--- config.mk ---
export PLATFORM = sky130hd
export DESIGN_NAME = regfile_mp_flat
export DESIGN_NICKNAME = d
export VERILOG_FILES = /design/src/rtl/regfile_pkg.sv /design/src/rtl/regfile_mp_if.sv /design/src/rtl/regfile_clr_fsm.sv /design/src/rtl/regfile_mp.sv /design/src/flat_wrapper.sv
export SDC_FILE = /design/constraint.sdc
export NUM_CORES = 2
export LEC_CHECK = 0
export CAP_MARGIN = 40
export CORE_MARGIN = 5
export CORE_UTILIZATION = 46
export CTS_CLUSTER_DIAMETER = 30
export DETAILED_ROUTE_END_ITERATION = 8
export PLACE_DENSITY = 0.69
export RECOVER_POWER = 25
export SLEW_MARGIN = 20
export SYNTH_ARGS = -nofsm -noshare
export SYNTH_HDL_FRONTEND = slang
export SYNTH_SLANG_ARGS = --single-unit
--- constraint.sdc ---
create_clock -name clk -period 2.72 [get_ports clk]
set_input_delay 0.272 -clock clk [delete_from_list [all_inputs] [get_ports clk]]
set_output_delay 0.272 -clock clk [all_outputs]
set_load 0.02 [all_outputs]
--- src/rtl/regfile_pkg.sv ---
// Shared types and the read-source selection rule for the multi-port register file.
// The rule is used by every combinational read port and by the debug port.
package regfile_pkg;

    localparam int DEF_DATA_W = 32;
    localparam int DEF_ADDR_W = 5;

    typedef enum logic {
        IDLE,
        CLEAR
    } clr_state_e;

    typedef enum logic [1:0] {
        SEL_ZERO,
        SEL_BYPASS,
        SEL_STORE
    } rd_sel_e;

    // The hardwired zero register takes priority over bypass.
    // Bypass is suppressed while the clear engine owns the storage.
    function automatic rd_sel_e read_sel(
        input logic zero_en,
        input logic bypass_en,
        input logic idle,
        input logic wr_en,
        input logic addr_zero,
        input logic addr_hit
    );
        if (zero_en && addr_zero) begin
            return SEL_ZERO;
        end
        if (bypass_en && idle && wr_en && addr_hit) begin
            return SEL_BYPASS;
        end
        return SEL_STORE;
    endfunction

endpackage

--- src/rtl/regfile_mp_if.sv ---
// Bus bundle for regfile_mp: read ports, the WB write port, the clear control and the debug port.
interface regfile_mp_if #(
    parameter int DATA_W = 32,
    parameter int ADDR_W = 5,
    parameter int N_RD   = 2
);
    logic [N_RD*ADDR_W-1:0] rd_addr;
    logic [N_RD*DATA_W-1:0] rd_data;
    logic                   wr_en;
    logic [ADDR_W-1:0]      wr_addr;
    logic [DATA_W-1:0]      wr_data;
    logic                   clr_req;
    logic                   clr_busy;
    logic                   dbg_req;
    logic [ADDR_W-1:0]      dbg_addr;
    logic [DATA_W-1:0]      dbg_data;
    logic                   dbg_valid;

    modport master (
        output rd_addr, wr_en, wr_addr, wr_data, clr_req, dbg_req, dbg_addr,
        input  rd_data, clr_busy, dbg_data, dbg_valid
    );

    modport slave (
        input  rd_addr, wr_en, wr_addr, wr_data, clr_req, dbg_req, dbg_addr,
        output rd_data, clr_busy, dbg_data, dbg_valid
    );
endinterface

--- src/rtl/regfile_clr_fsm.sv ---
// Sequential bulk-clear engine: walks idx over every register, one per cycle,
// and blocks normal writes while it runs.
module regfile_clr_fsm
    import regfile_pkg::*;
#(
    parameter int ADDR_W = DEF_ADDR_W
) (
    input  logic              clk,
    input  logic              reset,
    input  logic              clr_req,
    output logic              clr_busy,
    output logic              wr_inhibit,
    output logic [ADDR_W-1:0] clr_idx
);

    localparam logic [ADDR_W-1:0] LAST_IDX = '1;

    clr_state_e        state_q, state_d;
    logic [ADDR_W-1:0] idx_q, idx_d;

    always_ff @(posedge clk or negedge reset) begin
        if (!reset) begin
            state_q <= IDLE;
            idx_q   <= '0;
        end else begin
            state_q <= state_d;
            idx_q   <= idx_d;
        end
    end

    // idx wraps back to 0 on the final increment, so it is ready for the next run.
    always_comb begin
        state_d = state_q;
        idx_d   = idx_q;
        case (state_q)
            IDLE: begin
                if (clr_req) begin
                    state_d = CLEAR;
                    idx_d   = '0;
                end
            end
            CLEAR: begin
                idx_d = idx_q + 1'b1;
                if (idx_q == LAST_IDX) begin
                    state_d = IDLE;
                end
            end
        endcase
    end

    always_comb begin
        clr_busy   = (state_q == CLEAR);
        wr_inhibit = (state_q == CLEAR);
        clr_idx    = idx_q;
    end

endmodule

--- src/rtl/regfile_mp.sv ---
// Parametrised register file with N_RD combinational read ports, a zero register,
// write-to-read bypass, a bulk-clear engine and a registered debug read port.
module regfile_mp
    import regfile_pkg::*;
#(
    parameter int DATA_W   = DEF_DATA_W,
    parameter int ADDR_W   = DEF_ADDR_W,
    parameter int N_RD     = 2,
    parameter int ZERO_REG = 1,
    parameter int BYPASS   = 1
) (
    input logic          clk,
    input logic          reset,
    regfile_mp_if.slave  bus
);

    localparam int   DEPTH     = 2 ** ADDR_W;
    localparam logic ZERO_EN   = (ZERO_REG != 0);
    localparam logic BYPASS_EN = (BYPASS != 0);

    logic [DATA_W-1:0]      mem_q [DEPTH];
    logic [DATA_W-1:0]      mem_d [DEPTH];
    logic [N_RD*DATA_W-1:0] rd_data_c;
    rd_sel_e                port_sel [N_RD];
    rd_sel_e                dbg_sel;
    logic                   dbg_valid_q, dbg_valid_d;
    logic [DATA_W-1:0]      dbg_data_q, dbg_data_d;
    logic                   clr_busy;
    logic                   wr_inhibit;
    logic [ADDR_W-1:0]      clr_idx;

    function automatic logic [DATA_W-1:0] pick(
        input rd_sel_e           sel,
        input logic [DATA_W-1:0] stored,
        input logic [DATA_W-1:0] fwd
    );
        case (sel)
            SEL_ZERO:   return '0;
            SEL_BYPASS: return fwd;
            default:    return stored;
        endcase
    endfunction

    regfile_clr_fsm #(.ADDR_W(ADDR_W)) u_clr_fsm (
        .clk        (clk),
        .reset      (reset),
        .clr_req    (bus.clr_req),
        .clr_busy   (clr_busy),
        .wr_inhibit (wr_inhibit),
        .clr_idx    (clr_idx)
    );

    always_ff @(posedge clk or negedge reset) begin
        if (!reset) begin
            for (int i = 0; i < DEPTH; i++) begin
                mem_q[i] <= '0;
            end
            dbg_valid_q <= 1'b0;
            dbg_data_q  <= '0;
        end else begin
            mem_q       <= mem_d;
            dbg_valid_q <= dbg_valid_d;
            dbg_data_q  <= dbg_data_d;
        end
    end

    // While clearing, the engine owns the single storage write path.
    always_comb begin
        mem_d = mem_q;
        if (wr_inhibit) begin
            mem_d[clr_idx] = '0;
        end else if (bus.wr_en && !(ZERO_EN && bus.wr_addr == '0)) begin
            mem_d[bus.wr_addr] = bus.wr_data;
        end
    end

    always_comb begin
        rd_data_c = '0;
        port_sel  = '{default: SEL_STORE};
        for (int k = 0; k < N_RD; k++) begin
            port_sel[k] = read_sel(ZERO_EN, BYPASS_EN, !wr_inhibit, bus.wr_en,
                                   bus.rd_addr[k*ADDR_W +: ADDR_W] == '0,
                                   bus.rd_addr[k*ADDR_W +: ADDR_W] == bus.wr_addr);
            rd_data_c[k*DATA_W +: DATA_W] = pick(port_sel[k],
                                                 mem_q[bus.rd_addr[k*ADDR_W +: ADDR_W]],
                                                 bus.wr_data);
        end
    end

    always_comb begin
        dbg_sel     = read_sel(ZERO_EN, BYPASS_EN, !wr_inhibit, bus.wr_en,
                               bus.dbg_addr == '0, bus.dbg_addr == bus.wr_addr);
        dbg_valid_d = bus.dbg_req;
        dbg_data_d  = dbg_data_q;
        if (bus.dbg_req) begin
            dbg_data_d = pick(dbg_sel, mem_q[bus.dbg_addr], bus.wr_data);
        end
    end

    assign bus.rd_data   = rd_data_c;
    assign bus.clr_busy  = clr_busy;
    assign bus.dbg_valid = dbg_valid_q;
    assign bus.dbg_data  = dbg_data_q;

endmodule

--- src/flat_wrapper.sv ---
// flat-port wrapper written by rule: the top's interface ports become plain ports
module regfile_mp_flat import regfile_pkg::*;
#(
    parameter int DATA_W   = DEF_DATA_W,
    parameter int ADDR_W   = DEF_ADDR_W,
    parameter int N_RD     = 2,
    parameter int ZERO_REG = 1,
    parameter int BYPASS   = 1
)
  (clk, reset, bus_rd_addr, bus_wr_en, bus_wr_addr, bus_wr_data, bus_clr_req, bus_dbg_req, bus_dbg_addr, bus_rd_data, bus_clr_busy, bus_dbg_data, bus_dbg_valid);
  regfile_mp_if #(.DATA_W(DATA_W), .ADDR_W(ADDR_W), .N_RD(N_RD)) bus_i ();
  input logic clk;
  input logic reset;
  input wire logic [$bits(bus_i.rd_addr)-1:0] bus_rd_addr;
  input wire logic [$bits(bus_i.wr_en)-1:0] bus_wr_en;
  input wire logic [$bits(bus_i.wr_addr)-1:0] bus_wr_addr;
  input wire logic [$bits(bus_i.wr_data)-1:0] bus_wr_data;
  input wire logic [$bits(bus_i.clr_req)-1:0] bus_clr_req;
  input wire logic [$bits(bus_i.dbg_req)-1:0] bus_dbg_req;
  input wire logic [$bits(bus_i.dbg_addr)-1:0] bus_dbg_addr;
  output wire logic [$bits(bus_i.rd_data)-1:0] bus_rd_data;
  output wire logic [$bits(bus_i.clr_busy)-1:0] bus_clr_busy;
  output wire logic [$bits(bus_i.dbg_data)-1:0] bus_dbg_data;
  output wire logic [$bits(bus_i.dbg_valid)-1:0] bus_dbg_valid;
  assign bus_i.rd_addr = bus_rd_addr;
  assign bus_i.wr_en = bus_wr_en;
  assign bus_i.wr_addr = bus_wr_addr;
  assign bus_i.wr_data = bus_wr_data;
  assign bus_i.clr_req = bus_clr_req;
  assign bus_i.dbg_req = bus_dbg_req;
  assign bus_i.dbg_addr = bus_dbg_addr;
  assign bus_rd_data = bus_i.rd_data;
  assign bus_clr_busy = bus_i.clr_busy;
  assign bus_dbg_data = bus_i.dbg_data;
  assign bus_dbg_valid = bus_i.dbg_valid;
  regfile_mp #(.DATA_W(DATA_W), .ADDR_W(ADDR_W), .N_RD(N_RD), .ZERO_REG(ZERO_REG), .BYPASS(BYPASS)) u_core (.clk(clk), .reset(reset), .bus(bus_i));
endmodule
==> summary.md <==
| Metric | Value |
|---|---|
| Synth Register Bits | 1063 |
| Pwr dens | 735 nW/um2 |
| Clock sink count | 1063 |
| Startpoint Class | flip-flop |
| Maximum vdd drop | 800 uV |
| Worst R2R End | u_core.mem_q[552]$_DFFE_PN0P_ |
| Io pins | 155 |
| Multi-input gate area | 35400 um2 |
| Placed Cells incl. Taps | 6429 |
| Final instance area | 83500 um2 |
| CP endpoint kind | output port |
| Hold Crit Start | bus_dbg_addr[1] |
| Sequential cell area | 26600 um2 |
| Die area | 144000 um2 |
| Worst r2r src | u_core.u_clr_fsm.clr_idx[0]$_DFFE_PN0P_ |
| YS warnings | 0 |
| Hold Slack | 147 ps |
| Area of the mapped netlist | 63000 um2 |
| DRC | 0 |
| RSZ-0062 raised after global routing | yes |
| Area contributors post-synth | dfrtp_1 42%, mux4_2 30%, a22o_1 14% |
| Slew HR | -0.693 |
| Final period utilization | 1.16 |
| TritonCTS clock tree | done |
| CTS root buf | clkbuf_16 |
| Area post-placement | 72200 um2 |
| Final setup fails | 96 |
| Cell type with the largest total area after synthesis | dfrtp_1 |
| Cells on worst reg2reg path | 6 |
| Post-layout util | 0.615 |
| Minimum clock period | 3150 ps |
| FF-to-FF setup slack | 310 ps |
| Final clock skew | 37.8 ps |
| Overall Power | 61.4 mW |
| Failing checks | max-capacitance violations, max-slew violations, negative setup slack |
| Worst hold path class | in2reg |
| CTS clk-pin slew, worst paths | 50 ps |
| Layout fillers | 9545 |
| Sequential area share after synthesis | 0.422 |
| Post-Place Setup Slack | -797 ps |
| Layout Cells excl Fill | 7126 |
| Synth-to-layout area growth | 32.6% |
| Largest net degree at the start of global routing | 164 |
| CP max FO | 3 |
| Vias per cell | 7.84 |
| Post-synth cell types | 54 |
| Hold path endpoint | u_core.bus.dbg_data[2]$_DFFE_PN0P_ |
| Total CTS buffers | 227 |
| Top-area cell type share of the netlist area | 0.422 |
| Worst-path cell with the longest stage delay | mux4_2 |
| Routed length per instance | 39.9 um |
| First-pass GRT wire length | 406 mm |
| Initial antenna violation count | 10 |
| DIE HEIGHT | 380 um |
| GRT Overall Usage | 0.385 |
| Fin worst setup slack | -435 ps |
| Critical path required time | 2450 ps |
| Clk buf depth | 3 |
| Drt total wl | 285 mm |
| Clock latency on the worst-skew pair | 870 ps |
| Overflow left after global routing | 0 |
| Leakage | 36.5 nW |
| Via count | 55900 |
| Worst Max-Slew Pin Slew | 2540 ps |
| Row cnt | 135 |
| Final Wtd Congestion | 0.972 |
| H-tree levels | 4 |
| Fin. Hold Viols | 0 |
| Ys flop type | dfrtp_1 |
| Avg Inst Size Synth | 14.2 um2 |
| First drt pass iteration count | 9 |
| Hold path depth | 5 |
| DRT antenna net count | 0 |
| Core area | 136000 um2 |
| Die width | 380 um |
| Share of layout cells above drive strength 1 | 0.485 |
| Asr flop ratio synth | 1.00 |
| Vias in the first global route | 56200 |
| Setup TNS | -16760 ps |
| Data arrival, critical path | 2880 ps |
| Post-synth EDFFs | 0 |
| Status | finished, violations left |
| Starting DRC count in detailed routing | 9450 |
| Cells after Synth | 4449 |
| Max-cap violations | 2 |
| Initial core utilization | 0.464 |
| Max Slew Vio Count | 47 |
| HPWL Detailed | 176 mm |
| Nets@finish | 5191 |
| Max Fclk | 317 MHz |
| Port buffer count | 154 |
| WS Path Type | reg2out |
| CP Cell Sequence | buf_6 -> mux4_2 -> mux4_2 -> nor2_2 -> o31ai_2 -> buf_6 |
| Largest stage delay, worst path | 540 ps |
| Synthesized net count | 4511 |
cells by family (layout without fill, tap and decap cells):
logic type | count (synthesis) | after routing | synth area share
other | 0 | 14 | 0
adders and majority gates | 5 | 5 | 0.000993
DFF | 1063 | 1063 | 0.422
AOI/OAI and AO/OA | 1339 | 1339 | 0.175
buffers and inverters | 623 | 1505 | 0.0430
muxes | 1003 | 1003 | 0.327
and+or+nand+nor | 401 | 401 | 0.0293
xor gates and xnor gates | 15 | 15 | 0.00220
repair_timing:
action / in CTS / in global routing
pin swaps: 64 / 60
hold buffers: 3 / 0
endpoints found under the hold margin: 1042 / 0
buffers inserted: 187 / 85
gates resized for setup: 425 / 119
setup endpoints to repair: 64 / 64
worst max-delay path by stage:
stage                                  start         endpoint  slack, ps
6_report       u_core.mem_q[928]$_DFFE_PN0P_   bus_rd_data[0]       -430
5_1_grt        u_core.mem_q[944]$_DFFE_PN0P_  bus_rd_data[16]       -450
4_1_cts        u_core.mem_q[909]$_DFFE_PN0P_  bus_rd_data[45]       -470
3_5_place_dp                  bus_wr_addr[0]  bus_rd_data[48]       -800
3_3_place_gp                  bus_wr_addr[0]  bus_rd_data[58]       -910
2_1_floorplan                 bus_rd_addr[0]   bus_rd_data[0]        370
cell usage after synthesis (32+ instances only):
| cell | instances |
|---|---|
| and2_1 | 36 |
| o21ai_0 | 33 |
| buf_2 | 108 |
| mux4_2 | 831 |
| mux2_2 | 129 |
| dfrtp_1 | 1063 |
| clkbuf_1 | 407 |
| a22o_1 | 993 |
| o211ai_1 | 32 |
| buf_1 | 62 |
| o31ai_1 | 64 |
| o22ai_1 | 81 |
| mux2i_1 | 43 |
| nand2_1 | 127 |
| nor2_1 | 156 |
| nor2b_1 | 41 |
flip-flops by register name (all words and copies together) (netlist names):
register / count
u_core.bus.dbg_data: 32
u_core.bus.dbg_valid: 1
u_core.mem_q: 1024
u_core.u_clr_fsm.clr_busy: 1
u_core.u_clr_fsm.clr_idx: 5
layer usage:
| layer | track usage | wire (um) | up-vias |
|---|---|---|---|
| li1 | - | - | 19800 |
| met1 | 0.468 | 91100 | 28100 |
| met2 | 0.527 | 117000 | 6198 |
| met3 | 0.186 | 48600 | 1705 |
| met4 | 0.293 | 27200 | 12 |
| met5 | 0.00628 | 171 | - |
placed cells by master (no fill, tap or decap), types with 10 or more instances in the layout:
master,n
a211oi_1,27
a21oi_4,31
a22o_1,993
a22oi_1,17
a31oi_1,25
and2_1,36
buf_12,196
buf_2,13
buf_4,687
buf_6,72
bufinv_16,35
clkbuf_1,18
clkbuf_16,227
clkbuf_8,28
clkdlybuf4s50_1,73
clkinv_2,32
clkinv_4,25
clkinvlp_4,32
dfrtp_1,1062
diode_2,14
inv_6,25
mux2_2,119
mux2_4,10
mux2i_1,43
mux4_2,831
nand2_1,123
nor2_1,66
nor2_2,24
nor2_4,66
nor2b_1,40
o211ai_1,32
o21ai_0,15
o21ai_1,16
o22ai_1,63
o22ai_2,13
o31ai_1,15
o31ai_2,20
o31ai_4,29
xor2_1,11
where the power goes:
| part | internal (mW) | leakage (nW) | switching, mW |
|---|---|---|---|
| Combinational | 5.80 | 17.8 | 6.90 |
| Clock | 19.6 | 3.99 | 10.3 |
| Sequential | 17.3 | 14.7 | 1.59 |
cell type report:
| cell class | instances | area share |
|---|---|---|
| Antenna cell | 14 | 0.000419 |
| Clock buffer | 268 | 0.0732 |
| Clock inverter | 163 | 0.0266 |
| Inverter | 6 | 0.000270 |
| Multi-Input combinational cell | 2763 | 0.424 |
| Sequential cell | 1063 | 0.318 |
| Tap cell | 1781 | 0.0267 |
| Timing Repair Buffer | 1068 | 0.131 |
worst max-delay path, delay by kind of cell, from the launching register on:
family	cells	cell delay [ps]
DFF	1	430
AOI/OAI and AO/OA	1	100
and+or+nand+nor	1	150
muxes	2	1050
buffers and inverters	2	280
No activity file was read; power rests on OpenSTA's default activity.
